## src/rtl/multi_light_aim_calc_pkg.sv

```systemverilog
`default_nettype none
// ============================================================================
// Module      : aim_pkg (package)
// Description : Shared types and constants for the multi-light aim calculator:
//               FSM state encoding, divider length, pan quadrant size, tilt
//               scaling shift and DMX address width, plus an 8-bit saturator.
// Revision    : 1.0 - initial release
// ============================================================================
package aim_pkg;

    typedef enum logic [2:0] {
        S_IDLE  = 3'd0,
        S_LOAD  = 3'd1,
        S_DIV   = 3'd2,
        S_ANGLE = 3'd3,
        S_EMIT  = 3'd4
    } state_t;

    localparam int DIV_CYCLES   = 9;   // one cycle per quotient bit
    localparam int PAN_QUADRANT = 64;  // pan steps per 90 degrees
    localparam int TILT_SHIFT   = 4;
    localparam int DMX_ADDR_W   = 9;

    // Clamp an unsigned value into 0..255.
    function automatic logic [7:0] sat_u8(input logic [31:0] v);
        return (v > 32'd255) ? 8'hFF : v[7:0];
    endfunction

endpackage
`default_nettype wire

```

## src/rtl/multi_light_aim_calc_div.sv

```systemverilog
`default_nettype none
// ============================================================================
// Module      : seq_ratio_div
// Description : Restoring divider producing ratio = (num << 8) / den with nine
//               quotient bits, saturated to 255. den = 0 yields 0. The first
//               quotient bit is resolved in the start cycle directly from the
//               num/den inputs, the remaining eight in the following cycles.
//               Callers guarantee num <= den, so nine bits cover the result.
// Ports       : clk, reset      - clock, synchronous active-high reset
//               start           - load operands and resolve quotient bit 8
//               num, den        - W-bit unsigned operands
//               busy            - high while quotient bits remain
//               valid           - one-cycle strobe when q is final
//               q[7:0]          - saturated ratio, held until next start
// Revision    : 1.0 - initial release
// ============================================================================
module seq_ratio_div
    import aim_pkg::*;
#(
    parameter int W = 12
) (
    input  logic         clk,
    input  logic         reset,
    input  logic         start,
    input  logic [W-1:0] num,
    input  logic [W-1:0] den,
    output logic         busy,
    output logic         valid,
    output logic [7:0]   q
);

    logic [W-1:0] r_den;
    logic [W-1:0] r_rem;
    logic [8:0]   r_quo;
    logic [3:0]   r_cnt;
    logic         r_den_zero;

    // First step compares the unshifted numerator (quotient weight 2^8).
    logic         w_ge0;
    logic [W-1:0] w_rem0;
    assign w_ge0  = (num >= den);
    assign w_rem0 = w_ge0 ? (num - den) : num;

    // Remainder is always below den, so the shifted value needs one extra
    // bit for the compare but the difference always fits back into W bits.
    logic [W:0]   w_shift;
    logic         w_ge;
    logic [W-1:0] w_rem_nx;
    assign w_shift  = {r_rem, 1'b0};
    assign w_ge     = (w_shift >= {1'b0, r_den});
    assign w_rem_nx = w_ge ? (w_shift[W-1:0] - r_den) : w_shift[W-1:0];

    always_ff @(posedge clk) begin
        if (reset) begin
            r_den      <= '0;
            r_rem      <= '0;
            r_quo      <= '0;
            r_cnt      <= '0;
            r_den_zero <= 1'b0;
            busy       <= 1'b0;
            valid      <= 1'b0;
        end else begin
            valid <= 1'b0;
            if (start) begin
                r_den      <= den;
                r_den_zero <= (den == '0);
                r_rem      <= w_rem0;
                r_quo      <= {8'd0, w_ge0};
                r_cnt      <= 4'd1;
                busy       <= 1'b1;
            end else if (busy) begin
                r_rem <= w_rem_nx;
                r_quo <= {r_quo[7:0], w_ge};
                r_cnt <= r_cnt + 4'd1;
                if (r_cnt == 4'(DIV_CYCLES - 1)) begin
                    busy  <= 1'b0;
                    valid <= 1'b1;
                end
            end
        end
    end

    // num == den gives exactly 256, which saturates.
    assign q = r_den_zero ? 8'd0 : (r_quo[8] ? 8'hFF : r_quo[7:0]);

endmodule
`default_nettype wire

```

## src/rtl/multi_light_aim_calc.sv

```systemverilog
`default_nettype none
// ============================================================================
// Module      : multi_light_aim_calc
// Description : Computes pan/tilt aim values and DMX channel addresses for
//               NUM_LIGHTS fixtures from one latched camera centre-of-mass
//               sample. Lights are processed one after another through a
//               shared sequential ratio divider, 12 cycles per light:
//               LOAD, 9 x DIV, ANGLE, EMIT.
// Ports       : clk, reset              - clock, synchronous active-high reset
//               start                   - begin a pass (accepted in IDLE only)
//               x_com, y_com            - target position, latched on start
//               light_x/light_y         - packed fixture positions
//               light_base_addr         - packed 9-bit DMX pan channels
//               busy                    - pass in progress
//               out_valid, light_idx    - per-light result strobe and index
//               pan, tilt               - aim values
//               pan_addr, tilt_addr     - DMX channels for the result
//               done                    - strobe with the last out_valid
// Config      : AIM_SMOOTH_EN - per-light first-order smoothing of pan/tilt
// Revision    : 1.0 - initial release
// ============================================================================
module multi_light_aim_calc
    import aim_pkg::*;
#(
    parameter  int NUM_LIGHTS     = 4,
    parameter  int XW             = 11,
    parameter  int YW             = 10,
    parameter  int TILT_GAIN      = 4,
    parameter  int TILT_CH_OFFSET = 1,
    localparam int IW             = (NUM_LIGHTS > 1) ? $clog2(NUM_LIGHTS) : 1
) (
    input  logic                             clk,
    input  logic                             reset,
    input  logic                             start,
    input  logic [XW-1:0]                    x_com,
    input  logic [YW-1:0]                    y_com,
    input  logic [NUM_LIGHTS*XW-1:0]         light_x,
    input  logic [NUM_LIGHTS*YW-1:0]         light_y,
    input  logic [NUM_LIGHTS*DMX_ADDR_W-1:0] light_base_addr,
    output logic                             busy,
    output logic                             out_valid,
    output logic [IW-1:0]                    light_idx,
    output logic [7:0]                       pan,
    output logic [7:0]                       tilt,
    output logic [DMX_ADDR_W-1:0]            pan_addr,
    output logic [DMX_ADDR_W-1:0]            tilt_addr,
    output logic                             done
);

    // Absolute deltas carry one extra bit so the divider sees full ranges.
    localparam int AW = ((XW > YW) ? XW : YW) + 1;

    state_t r_state, w_state_nx;

    logic [XW-1:0]         r_x;
    logic [YW-1:0]         r_y;
    logic [IW-1:0]         r_idx;
    logic [1:0]            r_quad;
    logic                  r_b_le_a;
    logic                  r_zero;
    logic [AW:0]           r_r;
    logic [DMX_ADDR_W-1:0] r_base;
    logic [7:0]            r_ratio;

    logic w_last;
    assign w_last = (r_idx == IW'(NUM_LIGHTS - 1));

    // ------------------------------------------------------------------
    // LOAD: geometry of the current light
    // ------------------------------------------------------------------
    logic [XW-1:0]         w_lx;
    logic [YW-1:0]         w_ly;
    logic [DMX_ADDR_W-1:0] w_base;
    assign w_lx   = light_x[int'(r_idx)*XW +: XW];
    assign w_ly   = light_y[int'(r_idx)*YW +: YW];
    assign w_base = light_base_addr[int'(r_idx)*DMX_ADDR_W +: DMX_ADDR_W];

    logic signed [XW:0] w_dx;
    logic signed [YW:0] w_dy;
    logic [XW:0]        w_ax;
    logic [YW:0]        w_ay;
    assign w_dx = $signed({1'b0, r_x}) - $signed({1'b0, w_lx});
    assign w_dy = $signed({1'b0, r_y}) - $signed({1'b0, w_ly});
    assign w_ax = w_dx[XW] ? (~$unsigned(w_dx) + 1'b1) : $unsigned(w_dx);
    assign w_ay = w_dy[YW] ? (~$unsigned(w_dy) + 1'b1) : $unsigned(w_dy);

    logic [1:0]    w_quad;
    logic [AW-1:0] w_a, w_b, w_num, w_den;
    logic          w_b_le_a;
    assign w_quad   = w_dx[XW] ? (w_dy[YW] ? 2'd2 : 2'd1)
                               : (w_dy[YW] ? 2'd3 : 2'd0);
    // Odd quadrants swap axes so the angle always increases with the ratio.
    assign w_a      = w_quad[0] ? AW'(w_ay) : AW'(w_ax);
    assign w_b      = w_quad[0] ? AW'(w_ax) : AW'(w_ay);
    assign w_b_le_a = (w_b <= w_a);
    assign w_num    = w_b_le_a ? w_b : w_a;
    assign w_den    = w_b_le_a ? w_a : w_b;

    // ------------------------------------------------------------------
    // Shared divider
    // ------------------------------------------------------------------
    logic       div_busy, div_valid;
    logic [7:0] div_q;

    seq_ratio_div #(
        .W (AW)
    ) u_div (
        .clk   (clk),
        .reset (reset),
        .start (r_state == S_LOAD),
        .num   (w_num),
        .den   (w_den),
        .busy  (div_busy),
        .valid (div_valid),
        .q     (div_q)
    );

    // ------------------------------------------------------------------
    // ANGLE: pan from quadrant + octant ratio, tilt from distance estimate
    // ------------------------------------------------------------------
    logic [6:0]  w_sub;
    logic [7:0]  w_pan_raw;
    logic [31:0] w_tilt_prod;
    logic [7:0]  w_tilt_raw;
    logic [7:0]  w_pan_out;
    logic [7:0]  w_tilt_out;

    assign w_sub       = r_b_le_a ? 7'(r_ratio >> 3)
                                  : 7'(PAN_QUADRANT) - 7'(r_ratio >> 3);
    assign w_pan_raw   = r_zero ? 8'd0
                                : 8'(int'(r_quad) * PAN_QUADRANT + int'(w_sub));
    assign w_tilt_prod = 32'(r_r) * 32'(TILT_GAIN);
    assign w_tilt_raw  = sat_u8(w_tilt_prod >> TILT_SHIFT);

`ifdef AIM_SMOOTH_EN
    logic [7:0]            r_prev_pan  [NUM_LIGHTS];
    logic [7:0]            r_prev_tilt [NUM_LIGHTS];
    logic [NUM_LIGHTS-1:0] r_seeded;

    // Pan difference wraps in 8 bits so the step follows the short arc.
    logic [7:0]        w_dpan;
    logic signed [7:0] w_pan_step;
    logic signed [8:0] w_dtilt;
    logic signed [8:0] w_tilt_step;
    assign w_dpan      = w_pan_raw - r_prev_pan[r_idx];
    assign w_pan_step  = $signed(w_dpan) >>> 2;
    assign w_dtilt     = $signed({1'b0, w_tilt_raw}) - $signed({1'b0, r_prev_tilt[r_idx]});
    assign w_tilt_step = w_dtilt >>> 2;

    assign w_pan_out  = r_seeded[r_idx] ? (r_prev_pan[r_idx] + $unsigned(w_pan_step))
                                        : w_pan_raw;
    assign w_tilt_out = r_seeded[r_idx]
                      ? 8'($signed({1'b0, r_prev_tilt[r_idx]}) + w_tilt_step)
                      : w_tilt_raw;

    always_ff @(posedge clk) begin
        if (reset) begin
            r_seeded <= '0;
            for (int i = 0; i < NUM_LIGHTS; i++) begin
                r_prev_pan[i]  <= 8'd0;
                r_prev_tilt[i] <= 8'd0;
            end
        end else if (r_state == S_ANGLE) begin
            r_prev_pan[r_idx]  <= w_pan_out;
            r_prev_tilt[r_idx] <= w_tilt_out;
            r_seeded[r_idx]    <= 1'b1;
        end
    end
`else
    assign w_pan_out  = w_pan_raw;
    assign w_tilt_out = w_tilt_raw;
`endif

    // ------------------------------------------------------------------
    // FSM
    // ------------------------------------------------------------------
    always_ff @(posedge clk) begin
        if (reset) begin
            r_state <= S_IDLE;
        end else begin
            r_state <= w_state_nx;
        end
    end

    always_comb begin
        w_state_nx = r_state;
        unique case (r_state)
            S_IDLE:  if (start) w_state_nx = S_LOAD;
            S_LOAD:  w_state_nx = S_DIV;
            S_DIV:   if (!div_busy) w_state_nx = S_ANGLE;
            S_ANGLE: w_state_nx = S_EMIT;
            S_EMIT:  w_state_nx = w_last ? S_IDLE : S_LOAD;
            default: w_state_nx = S_IDLE;
        endcase
    end

    // ------------------------------------------------------------------
    // Datapath and output registers
    // ------------------------------------------------------------------
    always_ff @(posedge clk) begin
        if (reset) begin
            r_x       <= '0;
            r_y       <= '0;
            r_idx     <= '0;
            r_quad    <= '0;
            r_b_le_a  <= 1'b0;
            r_zero    <= 1'b0;
            r_r       <= '0;
            r_base    <= '0;
            r_ratio   <= '0;
            busy      <= 1'b0;
            out_valid <= 1'b0;
            done      <= 1'b0;
            light_idx <= '0;
            pan       <= '0;
            tilt      <= '0;
            pan_addr  <= '0;
            tilt_addr <= '0;
        end else begin
            out_valid <= 1'b0;
            done      <= 1'b0;
            unique case (r_state)
                S_IDLE: begin
                    if (start) begin
                        r_x   <= x_com;
                        r_y   <= y_com;
                        r_idx <= '0;
                        busy  <= 1'b1;
                    end
                end
                S_LOAD: begin
                    r_quad   <= w_quad;
                    r_b_le_a <= w_b_le_a;
                    r_zero   <= (w_ax == '0) && (w_ay == '0);
                    // max(ax,ay) + min(ax,ay)/2
                    r_r      <= (AW+1)'(w_den) + (AW+1)'(w_num >> 1);
                    r_base   <= w_base;
                end
                S_DIV: begin
                    if (div_valid) r_ratio <= div_q;
                end
                S_ANGLE: begin
                    pan       <= w_pan_out;
                    tilt      <= w_tilt_out;
                    pan_addr  <= r_base;
                    tilt_addr <= r_base + DMX_ADDR_W'(TILT_CH_OFFSET);
                    light_idx <= r_idx;
                    out_valid <= 1'b1;
                    done      <= w_last;
                    busy      <= ~w_last;
                end
                S_EMIT: begin
                    r_idx <= w_last ? '0 : r_idx + 1'b1;
                end
                default: ;
            endcase
        end
    end

endmodule
`default_nettype wire

```

## config.mk

```make
export PLATFORM = sky130hd
export DESIGN_NAME = multi_light_aim_calc
export DESIGN_NICKNAME = d
export VERILOG_FILES = /design/src/rtl/multi_light_aim_calc_pkg.sv /design/src/rtl/multi_light_aim_calc_div.sv /design/src/rtl/multi_light_aim_calc.sv
export SDC_FILE = /design/constraint.sdc
export NUM_CORES = 1
export LEC_CHECK = 0
export CAP_MARGIN = 20
export CORE_MARGIN = 2
export CORE_UTILIZATION = 50
export CTS_BUF_LIST = sky130_fd_sc_hd__clkbuf_16
export DETAILED_ROUTE_END_ITERATION = 6
export PLACE_DENSITY = 0.79
export SKIP_LAST_GASP = 1
export SLEW_MARGIN = 15
export SYNTH_ARGS = -nofsm -noshare
export SYNTH_HDL_FRONTEND = slang
export SYNTH_SLANG_ARGS = --single-unit
```

## constraint.sdc

```tcl
create_clock -name clk -period 18.5 [get_ports clk]
set_clock_uncertainty 0.05 [all_clocks]
set_input_delay 2.775 -clock clk [delete_from_list [all_inputs] [get_ports clk]]
set_output_delay 2.775 -clock clk [all_outputs]
set_load 0.005 [all_outputs]
```

==> impl_table.tex <==
\begin{tabular}{lr}
\hline
Metric & Value \\
\hline
\multicolumn{2}{l}{\textbf{Status}} \\
Run status & finished clean \\
\multicolumn{2}{l}{\textbf{Floorplan}} \\
Std-Cell Core Area & 21,800 um2 \\
Die outline width & 153 um \\
Height of the die & 153 um \\
Initial Util & 50.9\% \\
Placement Rows & 54 \\
Die footprint & 23,300 um2 \\
Count of boundary I/O pins & 183 \\
\multicolumn{2}{l}{\textbf{STA}} \\
Post-route minimum period & 11.05 ns \\
Number of endpoints failing setup at the final stage & 0 \\
Setup TNS Final & 0 ns \\
Max frequency & 90.5 MHz \\
Number of max-slew violations in the final report & 0 \\
Worst slew pin tran & 1.02 ns \\
Unrepaired setup endpoints after global routing & no \\
Worst setup margin & 7.45 ns \\
Final Hold Fails & 0 \\
Tcrit/Tclk final & 59.7\% \\
Headroom to the max-slew limit & 31.9\% \\
\multicolumn{2}{l}{\textbf{Synth}} \\
Post-Synthesis Net Count & 1,627 \\
Number of flops mapped to enable cells by yosys & 0 \\
Share of synthesized area occupied by flip-flops and latches & 24.2\% \\
Post-Syn Area & 11,100 um2 \\
Mean area per synthesized cell & 7.82 um2 \\
Yosys synthesis warning count & 0 \\
Post-synthesis cell count & 1,416 \\
Post-synthesis register bit count & 134 \\
Most used flip-flop cell after synthesis & sky130\_fd\_sc\_hd\_\_dfxtp\_1 \\
Yosys cell types & 100 \\
Fraction of registers with async set/reset & 0\% \\
\multicolumn{2}{l}{\textbf{Final layout}} \\
Synthesis-to-layout area growth & 22.3\% \\
Number of nets in the final layout & 1,752 \\
Layout cell share with drive strength beyond 1 & 8.82\% \\
\multicolumn{2}{l}{\textbf{Routing}} \\
DRT Pass-1 Iters & 7 \\
Routed wire length per instance & 18.0 um \\
Count of routing violations after the opening detailed-route iteration & 932 \\
Total length of routed wires & 33.0 mm \\
\# DRC & 0 \\
Vias per cell & 6.02 \\
Vias & 11,100 \\
Number of routed nets with antenna violations & 0 \\
\multicolumn{2}{l}{\textbf{Worst setup path}} \\
Capturing element type of the critical path & register \\
Depth of the worst register-to-register path & 29 \\
Critical-path top delay cell & sky130\_fd\_sc\_hd\_\_nor2\_2 \\
Category of the worst setup path launch point & primary input \\
Top fanout value on the critical path & 25 \\
Worst Setup Path Type & primary input to register \\
CP peak stage delay & 0.83 ns \\
Required time at the endpoint of the critical path & 18.82 ns \\
Data arrival time at the worst-slack endpoint & 11.36 ns \\
\multicolumn{2}{l}{\textbf{CTS}} \\
Clock tree from TritonCTS & built \\
Number of buffers inserted during clock tree synthesis & 17 \\
Number of buffers on the longest clock path & 2 \\
Sinks on Clock Net & 134 \\
Setup fix buffers added after clock tree synthesis & 0 \\
Clock insertion delay at the later pin of the skew report & 0.43 ns \\
Clk root buf & sky130\_fd\_sc\_hd\_\_clkbuf\_16 \\
Clock-pin transition on the worst setup and hold timing paths & 0.07 ns \\
Cts hold-fix bufs & 0 \\
Quantity of gates resized following cts & 0 \\
CTS H-tree lvls & 4 \\
\multicolumn{2}{l}{\textbf{Job}} \\
Max Cap Viol & 0 \\
\multicolumn{2}{l}{\textbf{Power}} \\
Power per cell area & 158 nW/um2 \\
Leakage power of the design & 5.16 nW \\
Overall power after layout & 0.00213 W \\
Worst supply voltage drop on vdd & 91.5 uV \\
\multicolumn{2}{l}{\textbf{Global routing}} \\
Global-route wire length before repair & 53.7 mm \\
Number of global-route vias before repair & 10,400 \\
Total routing usage reported by global routing & 28.0\% \\
Largest net degree at the start of global routing & 69 \\
Antenna violations before repair & 3 \\
Overflow after GRT & 0 \\
\multicolumn{2}{l}{\textbf{Placement}} \\
Number of buffers inserted by port buffering & 182 \\
Worst slack at placement & 7.25 ns \\
Weighted congestion at the end of routability-driven global placement & 0.975 \\
HPWL after detailed placement & 25.5 mm \\
\multicolumn{2}{l}{\textbf{Worst hold path}} \\
Tightest Hold Check Type & register to register \\
Min-Delay Path Depth & 2 \\
\hline
\end{tabular}
## metrics by stage
step / cells / hold WS (ns) / cell area [um2] / utilization, %
final: 1836 / 0.407 / 13500 / 62.2
after global routing: 1836 / 0.420 / 13500 / 62.2
after CTS: 1834 / 0.407 / 13500 / 62.2
after detailed placement: 1802 / 0.400 / 13000 / 59.5
after global placement: 1802 / 0.390 / 13000 / 59.5
after floorplan: 1416 / 0.373 / 11100 / -
## worst paths after layout
path	from	endpoint	slack, ns
hold reg to reg	pan_addr[0]	pan_addr[0]	0.41
setup / recovery	light_x[39]	r_r[10]	7.45
setup reg to reg	r_idx[0]	r_r[10]	9.33
hold / removal	pan_addr[0]	pan_addr[0]	0.41
## power by group
group	total (W)	internal [W]	switching, W
sequential	0.000361	0.000328	0.0000329
clock	0.000335	0.000189	0.000146
combinational	0.00144	0.000581	0.000857
## sequential cells by signal, indices dropped and copies added (netlist names), 2 cells and up
register / count
r_ratio: 5
r_y: 10
r_base: 9
r_r: 11
u_div.r_rem: 12
r_x: 11
u_div.r_den: 12
u_div.r_cnt: 4
tilt_addr: 9
light_idx: 2
pan_addr: 9
r_quad: 2
r_state: 3
r_idx: 2
pan: 8
tilt: 8
u_div.r_quo: 9
## cells in the mapped netlist (6+ instances only)
master,count,share of area (%)
sky130_fd_sc_hd__mux2i_1,35,3.2
sky130_fd_sc_hd__nor3_1,35,1.6
sky130_fd_sc_hd__nand4_1,17,0.96
sky130_fd_sc_hd__or2_2,6,0.34
sky130_fd_sc_hd__nand3b_1,7,0.47
sky130_fd_sc_hd__nor4_1,10,0.57
sky130_fd_sc_hd__buf_1,15,0.51
sky130_fd_sc_hd__a22oi_1,8,0.54
sky130_fd_sc_hd__a221oi_1,6,0.47
sky130_fd_sc_hd__a21oi_1,142,6.4
sky130_fd_sc_hd__ha_1,64,7.2
sky130_fd_sc_hd__mux4_2,32,6.5
sky130_fd_sc_hd__clkbuf_1,54,1.8
sky130_fd_sc_hd__nor2_1,139,4.7
sky130_fd_sc_hd__o31ai_1,9,0.61
sky130_fd_sc_hd__and2_1,8,0.45
sky130_fd_sc_hd__xor2_1,24,1.9
sky130_fd_sc_hd__o21ai_0,49,2.2
sky130_fd_sc_hd__dfxtp_1,134,24
sky130_fd_sc_hd__nor2b_1,10,0.57
sky130_fd_sc_hd__a31oi_1,16,0.90
sky130_fd_sc_hd__inv_1,74,2.5
sky130_fd_sc_hd__nand2_1,188,6.4
sky130_fd_sc_hd__o211ai_1,25,1.7
sky130_fd_sc_hd__a21o_1,15,1.0
sky130_fd_sc_hd__and3_1,7,0.40
sky130_fd_sc_hd__nand3_1,42,1.9
sky130_fd_sc_hd__nand2b_1,6,0.34
sky130_fd_sc_hd__or3_1,9,0.51
sky130_fd_sc_hd__buf_2,12,0.54
sky130_fd_sc_hd__a211oi_1,27,1.8
sky130_fd_sc_hd__xnor2_1,40,3.2
sky130_fd_sc_hd__o21a_1,6,0.41
## layer usage
layer / GRT usage, % / part of all wire (%)
met1: 36.6 / 44
met2: 46.1 / 47
met3: 5.03 / 6.2
met4: 11.2 / 3.7
met5: 0 / 0.039
## cells by family after synthesis
family                   share of synthesized area, %
XOR/XNOR                                         5.56
buffers and inverters                            6.15
AO/OA/AOI/OAI                                    24.0
multiplexers                                     10.5
flip-flops                                       24.2
other                                          0.0339
AND/OR/NAND/NOR                                  21.7
adder cells (fa/ha/maj)                          7.78
## cell usage in the layout, fill, tap and decap left out, types with 9 or more instances in the layout
| master | n |
|---|---|
| sky130_fd_sc_hd__a211oi_1 | 27 |
| sky130_fd_sc_hd__a21o_1 | 15 |
| sky130_fd_sc_hd__a21oi_1 | 141 |
| sky130_fd_sc_hd__a31oi_1 | 16 |
| sky130_fd_sc_hd__buf_4 | 15 |
| sky130_fd_sc_hd__clkbuf_16 | 17 |
| sky130_fd_sc_hd__clkdlybuf4s50_1 | 181 |
| sky130_fd_sc_hd__dfxtp_1 | 133 |
| sky130_fd_sc_hd__ha_1 | 64 |
| sky130_fd_sc_hd__inv_1 | 75 |
| sky130_fd_sc_hd__mux2i_1 | 35 |
| sky130_fd_sc_hd__mux4_2 | 32 |
| sky130_fd_sc_hd__nand2_1 | 188 |
| sky130_fd_sc_hd__nand3_1 | 42 |
| sky130_fd_sc_hd__nand4_1 | 17 |
| sky130_fd_sc_hd__nor2_1 | 138 |
| sky130_fd_sc_hd__nor2b_1 | 10 |
| sky130_fd_sc_hd__nor3_1 | 34 |
| sky130_fd_sc_hd__nor4_1 | 10 |
| sky130_fd_sc_hd__o211ai_1 | 25 |
| sky130_fd_sc_hd__o21ai_0 | 49 |
| sky130_fd_sc_hd__o31ai_1 | 9 |
| sky130_fd_sc_hd__or3_1 | 9 |
| sky130_fd_sc_hd__xnor2_1 | 40 |
| sky130_fd_sc_hd__xor2_1 | 24 |
## layout make-up
cell class / instances / area, um2
timing repair buffer: 196 / 1920
tap: 280 / 350
clock inverter: 15 / 144
inverter: 74 / 278
multi-input combinational: 1118 / 7720
clock buffer: 17 / 425
antenna: 2 / 5.00
sequential: 134 / 2680
fill: 1920 / 8230
## critical path: cells and delay by family
kind,cells,cell delay (ns)
and+or+nand+nor,6,2.01
xor gates and xnor gates,1,0.39
buffers and inverters,3,0.88
AOI/OAI and AO/OA,14,3.43
adders and majority gates,3,1.16
muxes,2,0.69
No activity file was read; power rests on OpenSTA's default activity.
